--- src/rtl/lsu.sv ---
// rtl/lsu.sv - Load/store unit: a RISC-V byte/half/word access FSM with read-modify-write for SB and SH.
// Optional alignment checking is enabled by defining LSU_MISALIGN_CHECK_EN.
module lsu #(
  parameter int EXT_WIDTH = 32
) (
  input  logic                 clk,
  input  logic                 rst,
  input  logic                 req_valid,
  output logic                 req_ready,
  input  logic                 req_we,
  input  logic [2:0]           req_funct3,
  input  logic [EXT_WIDTH-1:0] req_addr,
  input  logic [EXT_WIDTH-1:0] req_wdata,
  output logic                 resp_valid,
  output logic [EXT_WIDTH-1:0] resp_rdata,
  output logic                 resp_err,
  output logic [EXT_WIDTH-1:0] mem_A,
  output logic [EXT_WIDTH-1:0] mem_WD,
  output logic                 mem_WE,
  input  logic [EXT_WIDTH-1:0] mem_RD
);

  typedef enum logic [1:0] {IDLE, READ, WRITE, RESP} state_t;

  state_t                 state, state_nx;
  logic                   we_q;
  logic [2:0]             f3_q;
  logic [EXT_WIDTH-1:0]   addr_q, wdata_q, rdata_q;
  logic [EXT_WIDTH-1:8]   rd_hi_q;
  logic                   err_q;
  logic                   code_ok, misalign, bad, accept;
  logic [EXT_WIDTH-1:0]   store_word;

  function automatic logic [EXT_WIDTH-1:0] load_fmt(input logic [2:0] f3,
                                                    input logic [EXT_WIDTH-1:0] w);
    case (f3)
      3'b000:  load_fmt = {{(EXT_WIDTH-8){w[7]}}, w[7:0]};
      3'b100:  load_fmt = {{(EXT_WIDTH-8){1'b0}}, w[7:0]};
      3'b001:  load_fmt = {{(EXT_WIDTH-16){w[15]}}, w[15:0]};
      3'b101:  load_fmt = {{(EXT_WIDTH-16){1'b0}}, w[15:0]};
      default: load_fmt = w;
    endcase
  endfunction

  always_comb begin
    if (req_we) code_ok = !req_funct3[2] && (req_funct3[1:0] != 2'b11);
    else        code_ok = (req_funct3[1:0] != 2'b11) && !(req_funct3[2] && req_funct3[1]);
`ifdef LSU_MISALIGN_CHECK_EN
    misalign = ((req_funct3[1:0] == 2'b01) && req_addr[0]) ||
               ((req_funct3[1:0] == 2'b10) && (req_addr[1:0] != 2'b00));
`else
    misalign = 1'b0;
`endif
    bad    = !code_ok || misalign;
    accept = (state == IDLE) && req_valid;
  end

  // SB/SH merge the new low lane(s) into the word captured during READ.
  always_comb begin
    case (f3_q[1:0])
      2'b00:   store_word = {rd_hi_q[EXT_WIDTH-1:8], wdata_q[7:0]};
      2'b01:   store_word = {rd_hi_q[EXT_WIDTH-1:16], wdata_q[15:0]};
      default: store_word = wdata_q;
    endcase
  end

  always_ff @(posedge clk or posedge rst) begin
    if (rst) state <= IDLE;
    else     state <= state_nx;
  end

  always_comb begin
    state_nx   = state;
    req_ready  = 1'b0;
    resp_valid = 1'b0;
    resp_rdata = '0;
    resp_err   = 1'b0;
    mem_A      = '0;
    mem_WD     = '0;
    mem_WE     = 1'b0;
    case (state)
      IDLE: begin
        req_ready = 1'b1;
        if (req_valid) begin
          if (bad)                                   state_nx = RESP;
          else if (!req_we || req_funct3 != 3'b010)  state_nx = READ;
          else                                       state_nx = WRITE;
        end
      end
      READ: begin
        mem_A    = addr_q;
        state_nx = we_q ? WRITE : RESP;
      end
      WRITE: begin
        mem_A    = addr_q;
        mem_WE   = 1'b1;
        mem_WD   = store_word;
        state_nx = RESP;
      end
      RESP: begin
        mem_A      = addr_q;
        resp_valid = 1'b1;
        resp_rdata = rdata_q;
        resp_err   = err_q;
        state_nx   = IDLE;
      end
      default: state_nx = IDLE;
    endcase
  end

  always_ff @(posedge clk or posedge rst) begin
    if (rst) begin
      we_q    <= 1'b0;
      f3_q    <= '0;
      addr_q  <= '0;
      wdata_q <= '0;
      rd_hi_q <= '0;
      rdata_q <= '0;
      err_q   <= 1'b0;
    end else begin
      if (accept) begin
        we_q    <= req_we;
        f3_q    <= req_funct3;
        addr_q  <= req_addr;
        wdata_q <= req_wdata;
        err_q   <= bad;
        rdata_q <= '0;
      end
      if (state == READ) begin
        rd_hi_q <= mem_RD[EXT_WIDTH-1:8];
        if (!we_q) rdata_q <= load_fmt(f3_q, mem_RD);
      end
    end
  end

endmodule

--- config.mk ---
export PLATFORM = sky130hd
export DESIGN_NAME = lsu
export DESIGN_NICKNAME = d
export VERILOG_FILES = /design/src/rtl/lsu.sv
export SDC_FILE = /design/constraint.sdc
export NUM_CORES = 1
export LEC_CHECK = 0
export CAP_MARGIN = 20
export CORE_ASPECT_RATIO = 0.6
export CORE_MARGIN = 4
export CORE_UTILIZATION = 30
export CTS_CLUSTER_DIAMETER = 100
export CTS_CLUSTER_SIZE = 28
export DETAILED_ROUTE_END_ITERATION = 7
export GPL_TIMING_DRIVEN = 0
export PLACE_DENSITY = 0.57
export SYNTH_ARGS = -nofsm -noshare
export SYNTH_HDL_FRONTEND = slang
export SYNTH_SLANG_ARGS = --single-unit
--- constraint.sdc ---
create_clock -name clk -period 4.3 [get_ports clk]
set_clock_uncertainty 0.1 [all_clocks]
set_input_delay 0.43 -clock clk [delete_from_list [all_inputs] [get_ports clk]]
set_output_delay 0.43 -clock clk [all_outputs]
set_load 0.02 [all_outputs]
==> results.sh, run 1 <==
export IMPL_criticalPathCategory="register to output port"
export IMPL_setup_ws_ns=1.08
export IMPL_ys_seq_area_share_pct=53.6
export IMPL_synth_largest_area_cell="dfrtp_1"
export IMPL_grt_usage_pct=16.7
export IMPL_vdd_drop_max_v=0.000412
export IMPL_post_cts_buffers=0
export IMPL_clk_latency_ns=0.42
export IMPL_tns_ns=0
export IMPL_grt_max_degree=67
export IMPL_die_h_um=117
export IMPL_dp_slack_ns=1.48
export IMPL_synth_common_cells="dfrtp_1 (127), mux2_2 (92), nor2b_1 (50)"
export IMPL_die_area_mm2=0.0221
export IMPL_first_iter_violations=193
export IMPL_syn_area_per_cell_um2=12.2
export IMPL_stdcell_count=987
export IMPL_yosysTopAreaCellShare_pct=53.6
export IMPL_io_buffers=202
export IMPL_yosys_top_cells_area="dfrtp_1 (54%), mux2_2 (17%), nor2b_1 (5.3%)"
export IMPL_cp_max_fo=10
export IMPL_r2r_end="wdata_q[24]"
export IMPL_cts_resized=0
export IMPL_hold_slack_ns=0.363
export IMPL_drv_slew=0
export IMPL_die_x_um=189
export IMPL_cts_root_buffer="clkbuf_16"
export IMPL_ant_nets=0
export IMPL_synth_area_mm2=0.00592
export IMPL_r2r_start="state[0]"
export IMPL_total_power_mw=7.09
export IMPL_cts_buffers=17
export IMPL_cts_htree_levels=4
export IMPL_crit_required_ns=3.77
export IMPL_finalHoldViolations=0
export IMPL_synthToLayoutAreaGrowth_pct=50.4
export IMPL_finalSetupViolations=0
export IMPL_worst_path_max_delay_cell="clkdlybuf4s50_1"
export IMPL_dp_hpwl_um=13500
export IMPL_gp_congestion=0.819
export IMPL_io_pins=203
export IMPL_synth_edf_count=0
export IMPL_layout_drive_gt1_share_pct=22.2
export IMPL_power_density_mw_per_mm2=796
export IMPL_dr_pass1_iters=4
export IMPL_postCtsHoldBufs=0
export IMPL_clockBufferDepth=2
export IMPL_wl_um=18100
export IMPL_fmax_mhz=310
export IMPL_cts_sinks=127
export IMPL_drc=0
export IMPL_place_area_mm2=0.00831
export IMPL_ys_flop_type="dfrtp_1"
export IMPL_finalInstanceArea_mm2=0.00891
export IMPL_r2r_cells=6
export IMPL_diodes=0
export IMPL_avgRoutedWirePerCell_um=18.3
export IMPL_rsz0062_at_grt="no"
export IMPL_final_util_pct=46.3
export IMPL_core_region_area_mm2=0.0192
export IMPL_grt_pass1_vias=5081
export IMPL_hp_class="input port to async pin"
export IMPL_synth_distinct_cells=31
export IMPL_vias_per_cell=4.64
export IMPL_r2r_slack_ns=2.11
export IMPL_syn_inst=486
export IMPL_worstPathCellList="inv_1, ha_1, clkbuf_1, a21boi_0, clkdlybuf4s50_1"
export IMPL_antenna_found_initial=0
export IMPL_max_slew_worst_pin_slew_ns=0.782
export IMPL_async_flop_share_pct=100
export IMPL_min_period_over_period_pct=74.9
export IMPL_initial_core_util_pct=30.8
export IMPL_p_leak_nw=3.67
export IMPL_cap_violations=0
export IMPL_grt_pass1_wl_um=28400
export IMPL_relSlewSlack_pct=47.8
export IMPL_end_kind="output port"
export IMPL_syn_nets=594
export IMPL_cts_tree="yes"
export IMPL_arrival_ns=2.69
export IMPL_ys_ff_latch=127
export IMPL_std_cell_rows=39
export IMPL_dp_cells=955
export IMPL_vias=4583
export IMPL_path_clk_slew_ns=0.06
export IMPL_period_minus_slack_ns=3.22
export IMPL_yosysWarnings=0
export IMPL_overflow=0
export IMPL_status="complete, no violations"
export IMPL_max_stage_delay_ns=0.67
export IMPL_synth_most_common_cell="dfrtp_1"
export IMPL_final_nets=816
export IMPL_startpoint_type="register"
[cells by family (layout without fill, tap and decap cells)]
group | after synthesis | in the layout | synth area share, %
buffers and inverters | 39 | 274 | 3.34
AND/OR/NAND/NOR | 121 | 121 | 12.1
flip-flops | 127 | 127 | 53.6
AO/OA/AOI/OAI | 85 | 85 | 9.50
adder cells (fa/ha/maj) | 5 | 5 | 1.06
multiplexers | 109 | 109 | 20.4
[report_power, final]
group          switching (mW)  internal (mW)  leakage, nW
registers               0.287           1.80         1.52
clock network           0.584          0.876        0.276
logic                    1.79           1.76         1.87
total                    2.66           4.43         3.67
[how the worst max path moves through the flow]
stage                   from           to  slack [ns]  cells after the start
floorplan                rst    addr_q[0]        0.39                      1
global placement         rst  wdata_q[22]       -1.49                      2
detailed placement  state[0]   mem_WD[12]        1.48                      5
CTS                 state[0]   mem_WD[12]        1.01                      5
global route        state[0]   mem_WD[12]        0.88                      5
finish              state[0]   mem_WD[12]        1.08                      5
[worst max-delay path, delay by kind of cell (launching register included)]
kind                     cells  cell delay [ns]
adder cells (fa/ha/maj)      1             0.37
buffers and inverters        3             1.16
flip-flops                   1             0.41
AO/OA/AOI/OAI                1             0.33
[layer usage]
metal  global-route usage, %  share of wire, %
met4                    4.34              0.97
met1                    22.3                48
met2                    25.0                42
met5                       0                 0
met3                    7.65               9.2
[state kept, by name, indices dropped and copies added, names as in the netlist]
name and cells:
addr_q 32, rd_hi_q 24, err_q 1, rdata_q 32, f3_q 3, we_q 1, state 2, wdata_q 32
[cell type report]
cell class / instances / area (µm²)
clock buffers: 18 / 439
inverters: 3 / 16.3
well taps: 266 / 333
plain buffers: 36 / 186
multi-input cells: 320 / 2550
repair buffers: 203 / 2050
fillers: 1767 / 10300
flip-flops and latches: 127 / 3180
clock inverters: 14 / 159
[placed cells by master, fill, tap and decap left out, drive strengths merged, types with 2 or more instances in the layout]
master	count
a22o	8
mux2	92
nand2	19
and2	41
nor3	2
a21oi	58
o31ai	2
bufinv	2
clkdlybuf4s50	202
o2bb2ai	8
a21boi	8
clkinvlp	5
ha	5
nor2	2
inv	6
clkbuf	33
buf	22
dfrtp	127
nor2b	50
clkinv	4
nor4b	2
mux2i	17
No activity file was read; power rests on OpenSTA's default activity.
==> run 2, diff against run 1 <==
--- a/config.mk
+++ b/config.mk
@@ -13,7 +13,7 @@
 export CTS_CLUSTER_SIZE = 28
 export DETAILED_ROUTE_END_ITERATION = 7
 export GPL_TIMING_DRIVEN = 0
-export PLACE_DENSITY = 0.57
+export PLACE_DENSITY = 0.59
 export SYNTH_ARGS = -nofsm -noshare
 export SYNTH_HDL_FRONTEND = slang
 export SYNTH_SLANG_ARGS = --single-unit
==> constraint.sdc (replaced) <==
create_clock -name clk -period 2.6 [get_ports clk]
set_clock_uncertainty 0.1 [all_clocks]
set_input_delay 0.26 -clock clk [delete_from_list [all_inputs] [get_ports clk]]
set_output_delay 0.26 -clock clk [all_outputs]
set_load 0.02 [all_outputs]
==> results.sh, run 2 (synthesis gave the netlist of run 1 again) <==
export IMPL_initial_core_util_pct=30.8
export IMPL_max_slew_worst_pin_slew_ns=0.607
export IMPL_drv_slew=0
export IMPL_cts_root_buffer="clkbuf_16"
export IMPL_grt_pass1_vias=4946
export IMPL_std_cell_rows=39
export IMPL_min_period_over_period_pct=95.5
export IMPL_finalSetupViolations=0
export IMPL_wl_um=18000
export IMPL_arrival_ns=2.12
export IMPL_hp_class="input port to async pin"
export IMPL_dp_hpwl_um=13600
export IMPL_worst_path_max_delay_cell="clkdlybuf4s50_1"
export IMPL_relSlewSlack_pct=59.4
export IMPL_postCtsHoldBufs=0
export IMPL_power_density_mw_per_mm2=1270
export IMPL_antenna_found_initial=0
export IMPL_first_iter_violations=191
export IMPL_cp_max_fo=10
export IMPL_avgRoutedWirePerCell_um=18.2
export IMPL_ant_nets=0
export IMPL_vias=4472
export IMPL_die_x_um=189
export IMPL_path_clk_slew_ns=0.06
export IMPL_startpoint_type="register"
export IMPL_nFillCells=1780
export IMPL_finalHoldViolations=0
export IMPL_total_power_mw=11.3
export IMPL_grt_pass1_wl_um=28100
export IMPL_core_region_area_mm2=0.0192
export IMPL_final_nets=817
export IMPL_worst_path_buf_inv=2
export IMPL_p_leak_nw=3.93
export IMPL_max_stage_delay_ns=0.62
export IMPL_drc=0
export IMPL_top_regs="addr_q x32, rdata_q x32, wdata_q x32"
export IMPL_dp_cells=957
export IMPL_layout_drive_gt1_share_pct=24.4
export IMPL_clockBufferDepth=2
export IMPL_period_minus_slack_ns=2.48
export IMPL_dr_pass1_iters=4
export IMPL_die_h_um=117
export IMPL_end_kind="output port"
export IMPL_synthToLayoutAreaGrowth_pct=50.0
export IMPL_gp_congestion=0.794
export IMPL_vdd_drop_max_v=0.000647
export IMPL_crit_required_ns=2.24
export IMPL_stdcell_count=988
export IMPL_fmax_mhz=403
export IMPL_grt_usage_pct=16.6
export IMPL_clk_latency_ns=0.42
export IMPL_cts_tree="yes"
export IMPL_vias_per_cell=4.53
export IMPL_overflow=0
export IMPL_io_buffers=202
export IMPL_crit_family="buffers and inverters"
export IMPL_r2r_end="wdata_q[24]"
export IMPL_criticalPathCategory="register to output port"
export IMPL_cts_htree_levels=4
export IMPL_cap_violations=0
export IMPL_io_pins=203
export IMPL_worstPathCellList="ha_4, clkbuf_2, and2_1, clkdlybuf4s50_1"
export IMPL_die_area_mm2=0.0221
export IMPL_final_common_cell="clkdlybuf4s50_1"
export IMPL_cts_sinks=127
export IMPL_final_cell_mix="clkdlybuf4s50_1 (136), dfrtp_1 (127), mux2_2 (92)"
export IMPL_status="complete, no violations"
export IMPL_grt_max_degree=39
export IMPL_r2r_start="state[1]"
export IMPL_diodes=0
export IMPL_r2r_slack_ns=0.28
export IMPL_cts_buffers=17
export IMPL_r2r_cells=6
export IMPL_rsz0062_at_grt="no"
run 2: cell types whose count changed in the layout (fill, tap and decap cells not counted), moves of 4 or more:
cell             change
clkinv_2             +4
clkbuf_4             +5
clkbuf_2             +6
clkdlybuf4s50_1     -66
dlygate4sd2_1       +63
clkbuf_1             -9
run 2: what timing repair did:
item                       in CTS  in global routing
setup buffers                   0                  0
setup endpoints to repair      92                 12
resized for setup              86                  7
pin swaps                       0                  0
run 2: area by class of cell:
type	count	area, µm²	share of cell area (%)
clock buffers	19	453	5.10
flip-flops and latches	127	3180	35.8
clock inverters	13	114	1.28
plain buffers	35	205	2.31
repair buffers	205	2000	22.5
inverters	3	15.0	0.169
well taps	266	333	3.75
multi-input cells	320	2590	29.1
run 2: metrics by stage:
stage	setup TNS (ns)	util (%)	hold slack, ns	worst slack (ns)	area [µm²]
final	0	46.2	0.123	0.116	8890
after global routing	0	46.2	0.152	0.000730	8890
after CTS	0	46.2	0.113	0.0000859	8890
after detailed placement	-0.631	43.4	0.368	-0.116	8340
after global placement	-65.38	43.1	0.367	-0.530	8280
after floorplan	0	-	0.300	0.619	5930
run 2: how the worst max path moves through the flow:
stage / startpoint / to / slack, ns / cells past startpoint
6_report: state[0] / resp_rdata[19] / 0.12 / 4
3_3_place_gp: rst / wdata_q[4] / -0.53 / 2
4_1_cts: f3_q[1] / mem_WD[11] / 0.00009 / 7
5_1_grt: state[1] / resp_rdata[18] / 0.0007 / 4
2_1_floorplan: state[0] / mem_WD[10] / 0.62 / 4
3_5_place_dp: state[0] / mem_WD[12] / -0.12 / 5
run 2: where the power goes:
| group | total [mW] | internal, mW | switching (mW) | leakage [nW] |
|---|---|---|---|---|
| logic | 5.54 | 2.63 | 2.92 | 2.14 |
| clock network | 2.29 | 1.36 | 0.925 | 0.267 |
| registers | 3.47 | 2.97 | 0.497 | 1.52 |
| total | 11.3 | 6.96 | 4.34 | 3.93 |
run 2: metal layers:
metal  global-route usage, %  vias up  wire (µm)
li1                        -     2124          -
met1                    22.8     2165       8630
met2                    23.5      160       7370
met3                    7.38       23       1640
met4                    5.64        0        332
met5                       0        -          0
==> run 3, diff against run 2 <==
--- a/config.mk
+++ b/config.mk
@@ -7,13 +7,14 @@
 export LEC_CHECK = 0
 export CAP_MARGIN = 20
 export CORE_ASPECT_RATIO = 0.6
-export CORE_MARGIN = 4
+export CORE_MARGIN = 1.5
 export CORE_UTILIZATION = 30
 export CTS_CLUSTER_DIAMETER = 100
 export CTS_CLUSTER_SIZE = 28
 export DETAILED_ROUTE_END_ITERATION = 7
 export GPL_TIMING_DRIVEN = 0
 export PLACE_DENSITY = 0.59
+export SKIP_CTS_REPAIR_TIMING = 1
 export SYNTH_ARGS = -nofsm -noshare
 export SYNTH_HDL_FRONTEND = slang
 export SYNTH_SLANG_ARGS = --single-unit
==> results.sh, run 3 (synthesis gave the netlist of run 1 again) <==
export IMPL_status="complete, no violations"
export IMPL_swShare_pct=37.7
export IMPL_vias=4557
export IMPL_finalInstanceArea_mm2=0.00912
export IMPL_wl_um=17400
export IMPL_hp_class="input port to async pin"
export IMPL_initial_core_util_pct=30.9
export IMPL_r2r_slack_ns=0.27
export IMPL_drv_slew=0
export IMPL_finalHoldViolations=0
export IMPL_stdcell_count=989
export IMPL_path_clk_slew_ns=0.06
export IMPL_netSwitchingPower_mw=4.35
export IMPL_synthToLayoutAreaGrowth_pct=54.0
export IMPL_power_density_mw_per_mm2=1270
export IMPL_vdd_drop_max_v=0.000667
export IMPL_antenna_found_initial=1
export IMPL_pwr_share_clk_pct=19.7
export IMPL_top_regs="addr_q x32, rdata_q x32, wdata_q x32"
export IMPL_core_region_area_mm2=0.0192
export IMPL_final_nets=818
export IMPL_dp_hpwl_um=13100
export IMPL_setup_ws_ns=0.114
export IMPL_relSlewSlack_pct=46.7
export IMPL_crit_required_ns=2.24
export IMPL_grt_max_degree=41
export IMPL_fmax_mhz=402
export IMPL_cap_violations=0
export IMPL_p_leak_nw=4.62
export IMPL_final_cell_mix="clkdlybuf4s50_1 (139), dfrtp_1 (127), mux2_2 (92)"
export IMPL_drc=0
export IMPL_die_area_mm2=0.0206
export IMPL_criticalPathCategory="register to output port"
export IMPL_grt_usage_pct=17.4
export IMPL_pwr_share_comb_pct=50.3
export IMPL_clk_latency_ns=0.41
export IMPL_finalSetupViolations=0
export IMPL_seq_area_mm2=0.00318
export IMPL_period_minus_slack_ns=2.49
export IMPL_die_x_um=184
export IMPL_min_period_over_period_pct=95.6
export IMPL_dp_slack_ns=0.0424
export IMPL_final_common_cell="clkdlybuf4s50_1"
export IMPL_layout_drive_gt1_share_pct=24.2
export IMPL_overflow=0
export IMPL_nFillCells=1778
export IMPL_gp_congestion=0.746
export IMPL_clockBufferDepth=2
export IMPL_io_pins=203
export IMPL_die_h_um=112
export IMPL_grt_pass1_wl_um=27200
export IMPL_end_kind="output port"
export IMPL_grt_pass1_vias=4944
export IMPL_cts_sinks=127
export IMPL_cts_root_buffer="clkbuf_16"
export IMPL_arrival_ns=2.13
export IMPL_p_int_mw=7.20
export IMPL_max_slew_worst_pin_slew_ns=0.797
export IMPL_first_iter_violations=184
export IMPL_dp_cells=957
export IMPL_cts_buffers=17
export IMPL_cts_tree="yes"
export IMPL_avgRoutedWirePerCell_um=17.6
export IMPL_io_buffers=202
export IMPL_dr_pass1_iters=4
export IMPL_place_area_mm2=0.00834
export IMPL_seqPwrFrac_pct=30.0
export IMPL_startpoint_type="register"
export IMPL_ant_nets=0
export IMPL_cp_max_fo=10
export IMPL_vias_per_cell=4.61
export IMPL_total_power_mw=11.5
export IMPL_multi_input_area_mm2=0.00259
export IMPL_cts_htree_levels=4
export IMPL_std_cell_rows=39
==> run 3: stage by stage <==
step | utilization, % | TNS [ns] | hold WS [ns]
floorplan | - | 0 | 0.300
global placement | 43.2 | -68.92 | 0.365
detailed placement | 43.5 | 0 | 0.366
CTS | 46.4 | -23.07 | 0.108
global route | 47.6 | -0.0502 | 0.134
finish | 47.6 | 0 | 0.119
==> run 3: final timing paths <==
path / cells past startpoint / start / endpoint
max in group asynchronous: 4 / rst / wdata_q[3]
hold reg to reg: 2 / err_q / err_q
setup reg to reg: 6 / state[1] / wdata_q[25]
min in group clk: 2 / req_addr[5] / addr_q[5]
setup / recovery: 4 / state[1] / resp_rdata[28]
hold / removal: 2 / rst / wdata_q[11]
==> run 3: critical path, cell delays in order, from the launching register on <==
cell and delay, ns:
dfrtp_1 0.46, ha_4 0.23, clkbuf_2 0.23, and2_1 0.15, clkdlybuf4s50_1 0.66
==> run 3: power groups by stage <==
stage	Sequential (mW)	Clock, mW	Combinational [mW]
CTS	3.45	2.33	5.93
detailed placement	3.48	0	5.90
global placement	3.42	0	5.78
global route	3.58	2.42	6.29
floorplan	3.31	0	3.69
finish	3.46	2.27	5.81
==> run 3: layout make-up <==
type                    count  share of cell area, %
repair buffers            205                   24.5
multi-input cells         320                   28.4
plain buffers              36                   2.33
clock buffers              18                   4.81
diodes                      1                 0.0274
inverters                   3                  0.165
clock inverters            13                   1.26
flip-flops and latches    127                   34.8
well taps                 266                   3.65
==> run 3: layer usage <==
layer  GRT usage, %  up-vias  wire length (µm)
met4           4.04        2               138
met1           23.5     2266              8300
met5              0        -                12
met2           25.8      150              7510
met3           7.39       12              1490
li1               -     2127                 -
==> RTL change 1: new RTL, settings of run 3 <==
The 4 states of `state_t` get a Gray code encoding in 2 bits.
--- a/src/rtl/lsu.sv
+++ b/src/rtl/lsu.sv
@@ -20,7 +20,7 @@
   input  logic [EXT_WIDTH-1:0] mem_RD
 );
 
-  typedef enum logic [1:0] {IDLE, READ, WRITE, RESP} state_t;
+  typedef enum logic [1:0] {IDLE = 2'b00, READ = 2'b01, WRITE = 2'b11, RESP = 2'b10} state_t;
 
   state_t                 state, state_nx;
   logic                   we_q;
Behaviour: same outputs for any inputs over 10 cycles, from zero or initial values and one cycle with rst high; not proved beyond that.
==> RTL change 1 against run 3 <==
- clock power rose by 22%
- global-route usage decreased by 0.47 points
- routed wire length fell by 4.4%
- total power shrank 5.5%
- synthesized area down 1.6%
- first-iteration DRC count grew 4.3%
- setup slack worse by 0.0077 ns
- cell area shrank 0.34%
- final cell count shrank 2.5%
- sequential cell count unchanged
- hold slack improved by 0.064 ns
==> RTL change 1: results (changes against run 3) <==
Worst setup path
  • Critical path destination: req_ready (was resp_rdata[28])
  • Worst Reg-to-Reg Cells: 4 (was 6)
  • Reg-to-Reg End: rdata_q[6] (was wdata_q[25])
  • Worst reg2reg setup slack: 0.62 ns (was 0.27 ns)
  • Worst R2R Start: state[0] (was state[1])

Timing
  • Hold slack: 0.182 ns (was 0.119 ns)
  • Worst-margin pin slew: 0.781 ns (was 0.797 ns)

Power
  • Peak supply drop: 0.000394 V (was 0.000667 V)
  • P_leak: 4.84 nW (was 4.62 nW)

Final layout
  • Non-clk bufs: 242 (was 241)
  • Multi-input gate area: 2470 um2 (was 2590 um2)
  • Nonclk inv count: 4 (was 3)
  • Share of cells above drive strength 1: 0.230 (was 0.242)
  • Reg area: 3180 um2 (about the same)
  • Clock-cell share of area: 0.0760 (was 0.0608)
  • #MultiIn Comb: 313 (was 320)
  • Clock buffers: 23 (was 18)
  • Non-filler instance count after layout: 964 (was 989)
  • # diodes: 0 (was 1)
  • Fill count: 1,734 (was 1,778)
  • Nets@finish: 808 (was 818)
  • Non-clock buffering overhead: 0.267 (was 0.269)

Placement
  • Gpl congestion: 0.796 (was 0.746)
  • DP HPWL: 12.7 mm (was 13.1 mm)
  • Post-Place Cells: 932 (was 957)
  • Post-DP Area: 8220 um2 (was 8340 um2)

Global route
  • Total GRT Usage: 0.169 (was 0.174)
  • Vias in the first global route: 4,760 (was 4,944)
  • Initial antenna violation count: 0 (was 1)
  • Met2 usage: 0.246 (was 0.258)
  • Met3 usage: 0.0591 (was 0.0739)
  • First-pass GRT wire length: 26.4 mm (was 27.2 mm)

Detailed routing
  • Met2 WL post-DR: 7.11 mm (was 7.51 mm)
  • Drt initial violations: 192 (was 184)
  • Drt pass-1 iters: 7 (was 4)
  • Wl on met1: 8.30 mm (about the same)
  • Final wirelength: 16.7 mm (was 17.4 mm)
  • Metal3 WL: 1.17 mm (was 1.49 mm)
  • Uppermost layer routed: met4 (was met5)
  • DR vias: 4,484 (was 4,557)

Status
  • Outcome: finished, final reports clean (unchanged)

Logic synthesis
  • Syn Nets: 584 (was 594)
  • Synth top area cells: dfrtp_1 (55%), mux2_2 (14%), mux2_4 (5.7%), and2_1 (3.5%), nor2b_1 (3.4%) (was dfrtp_1 (54%), mux2_2 (17%), nor2b_1 (5.3%), and2_1 (4.3%), a21oi_1 (4.0%))
  • Synth cell count leaders: dfrtp_1 (127), mux2_2 (70), nand2_1 (34) (was dfrtp_1 (127), mux2_2 (92), nor2b_1 (50))
  • Syn Area/Cell: 12.1 um2 (was 12.2 um2)
  • Post-synthesis register bit count: 127 (unchanged)
  • Netlist cell types: 29 (was 31)

Worst hold path
  • Hold Crit Class: input pin to async pin (unchanged)

Floorplanning
  • Chip width: 183 um (was 184 um)
RTL change 1: power by group:
part	switching, mW	total, mW	internal [mW]	leakage, nW
clock	0.865	2.77	1.91	0.338
combinational	2.28	4.72	2.44	2.96
sequential	0.491	3.42	2.93	1.54
total	3.63	10.9	7.28	4.84
RTL change 1: critical path, cell delays in order (launching register included):
cell and delay [ns]:
dfrtp_2 0.45, nor2_2 0.31, clkbuf_2 0.32, clkdlybuf4s50_1 0.65
RTL change 1: metrics by stage:
step	setup TNS [ns]	worst slack, ns
3_5_place_dp	-8.90	-0.388
2_1_floorplan	0	0.673
4_1_cts	-40.67	-0.839
3_3_place_gp	-73.26	-0.528
5_1_grt	0	0.00259
6_report	0	0.106
RTL change 1: cells by family (layout without fill, tap and decap cells):
kind of cell	Yosys count	after routing	synth area share
simple gates	133	133	0.122
flops	127	127	0.545
mux	109	109	0.221
compound gates	70	70	0.0758
buf+inv	41	278	0.0341
fa+ha+maj	1	1	0.00172
==> RTL change 2: new RTL, settings of run 3 <==
Without the edit above. The parameter `EXT_WIDTH` goes from 32 to 64.
--- a/src/rtl/lsu.sv
+++ b/src/rtl/lsu.sv
@@ -1,7 +1,7 @@
 // rtl/lsu.sv - Load/store unit: a RISC-V byte/half/word access FSM with read-modify-write for SB and SH.
 // Optional alignment checking is enabled by defining LSU_MISALIGN_CHECK_EN.
 module lsu #(
-  parameter int EXT_WIDTH = 32
+  parameter int EXT_WIDTH = 64
 ) (
   input  logic                 clk,
   input  logic                 rst,
Interface: changed (6 resized); port bits go from 203 to 395. No check against the original RTL was run, so the function may have changed too.
==> RTL change 2 against run 3 <==
- routed wire length is 120% higher
- final cell count is 93% higher
- total power is 81% higher
- non-clock buffer count is 239 higher
- cell area is 87% higher
- sequential cell count is 128 higher
- synthesized area is 98% higher
- global-route usage is 1.6 points higher
- setup slack worse by 0.011 ns
==> RTL change 2: results (changes against run 3) <==
Clock network
  • H-tree level count: 1 (was 4)
  • Clock slew seen by the registers of the worst setup and hold paths: 0.12 ns (was 0.06 ns)
  • Clk_lat worst skew: 0.52 ns (was 0.41 ns)
  • CTS buffer count: 13 (was 17)
  • Maximum root-to-sink buffer count: 3 (was 2)

Power
  • Peak supply drop: 0.000897 V (was 0.000667 V)

Logic synthesis
  • Synth cell count leaders: dfrtp_1 (255), mux2_2 (188), a21oi_1 (154) (was dfrtp_1 (127), mux2_2 (92), nor2b_1 (50))
  • Synth top area cells: dfrtp_1 (54%), mux2_2 (18%), a21oi_1 (6.6%), nor2b_1 (6.1%), mux2i_1 (4.2%) (was dfrtp_1 (54%), mux2_2 (17%), nor2b_1 (5.3%), and2_1 (4.3%), a21oi_1 (4.0%))
  • Netlist cell types: 28 (was 31)
  • Post-synthesis sequential area ratio: 0.544 (was 0.536)

Final layout
  • Share of cells above drive strength 1: 0.230 (was 0.242)
  • Fill count: 3,635 (was 1,778)
  • Nets@finish: 1,597 (was 818)
  • Top Registers: addr_q (64), rdata_q (64), wdata_q (64) (was addr_q (32), rdata_q (32), wdata_q (32))
  • Non-filler instance count after layout: 1,909 (was 989)

Timing
  • Slew Limit Headroom: 0.505 (was 0.467)
  • Hold slack: 0.239 ns (was 0.119 ns)
  • Min Clock Period, post-route: 2.50 ns (was 2.49 ns)

Placement
  • DP HPWL: 29.7 mm (was 13.1 mm)
  • Gpl congestion: 0.790 (was 0.746)
  • Post-DP Area: 16,500 um2 (was 8340 um2)
  • DP Worst Slack: -0.727 ns (was 0.0424 ns)

Worst setup path
  • Crit path launch: state[0] (was state[1])
  • Worst Reg-to-Reg Cells: 7 (was 6)
  • Critical path destination: resp_rdata[4] (was resp_rdata[28])
  • Worst reg2reg setup slack: 0.21 ns (was 0.27 ns)

Global route
  • Total GRT Usage: 0.190 (was 0.174)
  • First-pass GRT wire length: 58.5 mm (was 27.2 mm)
  • Met3 usage: 0.0500 (was 0.0739)
  • Largest net degree at the start of global routing: 42 (was 41)
  • Met1 Use GR: 0.257 (was 0.235)
  • Met2 usage: 0.306 (was 0.258)

Detailed routing
  • Drt pass-1 iters: 5 (was 4)
  • Wl on met1: 17.3 mm (was 8.30 mm)
  • Via density: 4.68 (was 4.61)
  • Metal3 WL: 2.73 mm (was 1.49 mm)
  • Drt initial violations: 384 (was 184)

Worst hold path
  • Hold Crit Class: input pin to flop (was input pin to async pin)

Status
  • Outcome: finished, final reports clean (unchanged)
## RTL change 2: cell families after synthesis
kind of cell               synth area share
adders and majority gates           0.00533
DFF                                   0.544
buffers and inverters                0.0310
and+or+nand+nor                       0.113
AOI/OAI and AO/OA                    0.0848
muxes                                 0.222
## RTL change 2: cell type report
cell class | instances | area share
clock inverter | 2 | 0.00227
buffer | 77 | 0.0254
inverter | 3 | 0.000879
clock buffer | 13 | 0.0190
timing repair buffer | 403 | 0.248
tap | 513 | 0.0376
antenna | 3 | 0.000439
multi-input combinational | 640 | 0.293
sequential | 255 | 0.373
## RTL change 2: worst max-delay path, cell delays in order, from the launching register on
cell	delay (ns)
dfrtp_1	0.43
ha_1	0.23
buf_6	0.20
and2_1	0.14
clkdlybuf4s50_1	0.60
## RTL change 2: power breakdown
part	internal [mW]	leakage, nW	switching (mW)
combinational	5.52	5.99	6.12
clock	0.942	0.176	1.38
sequential	5.98	3.04	0.958
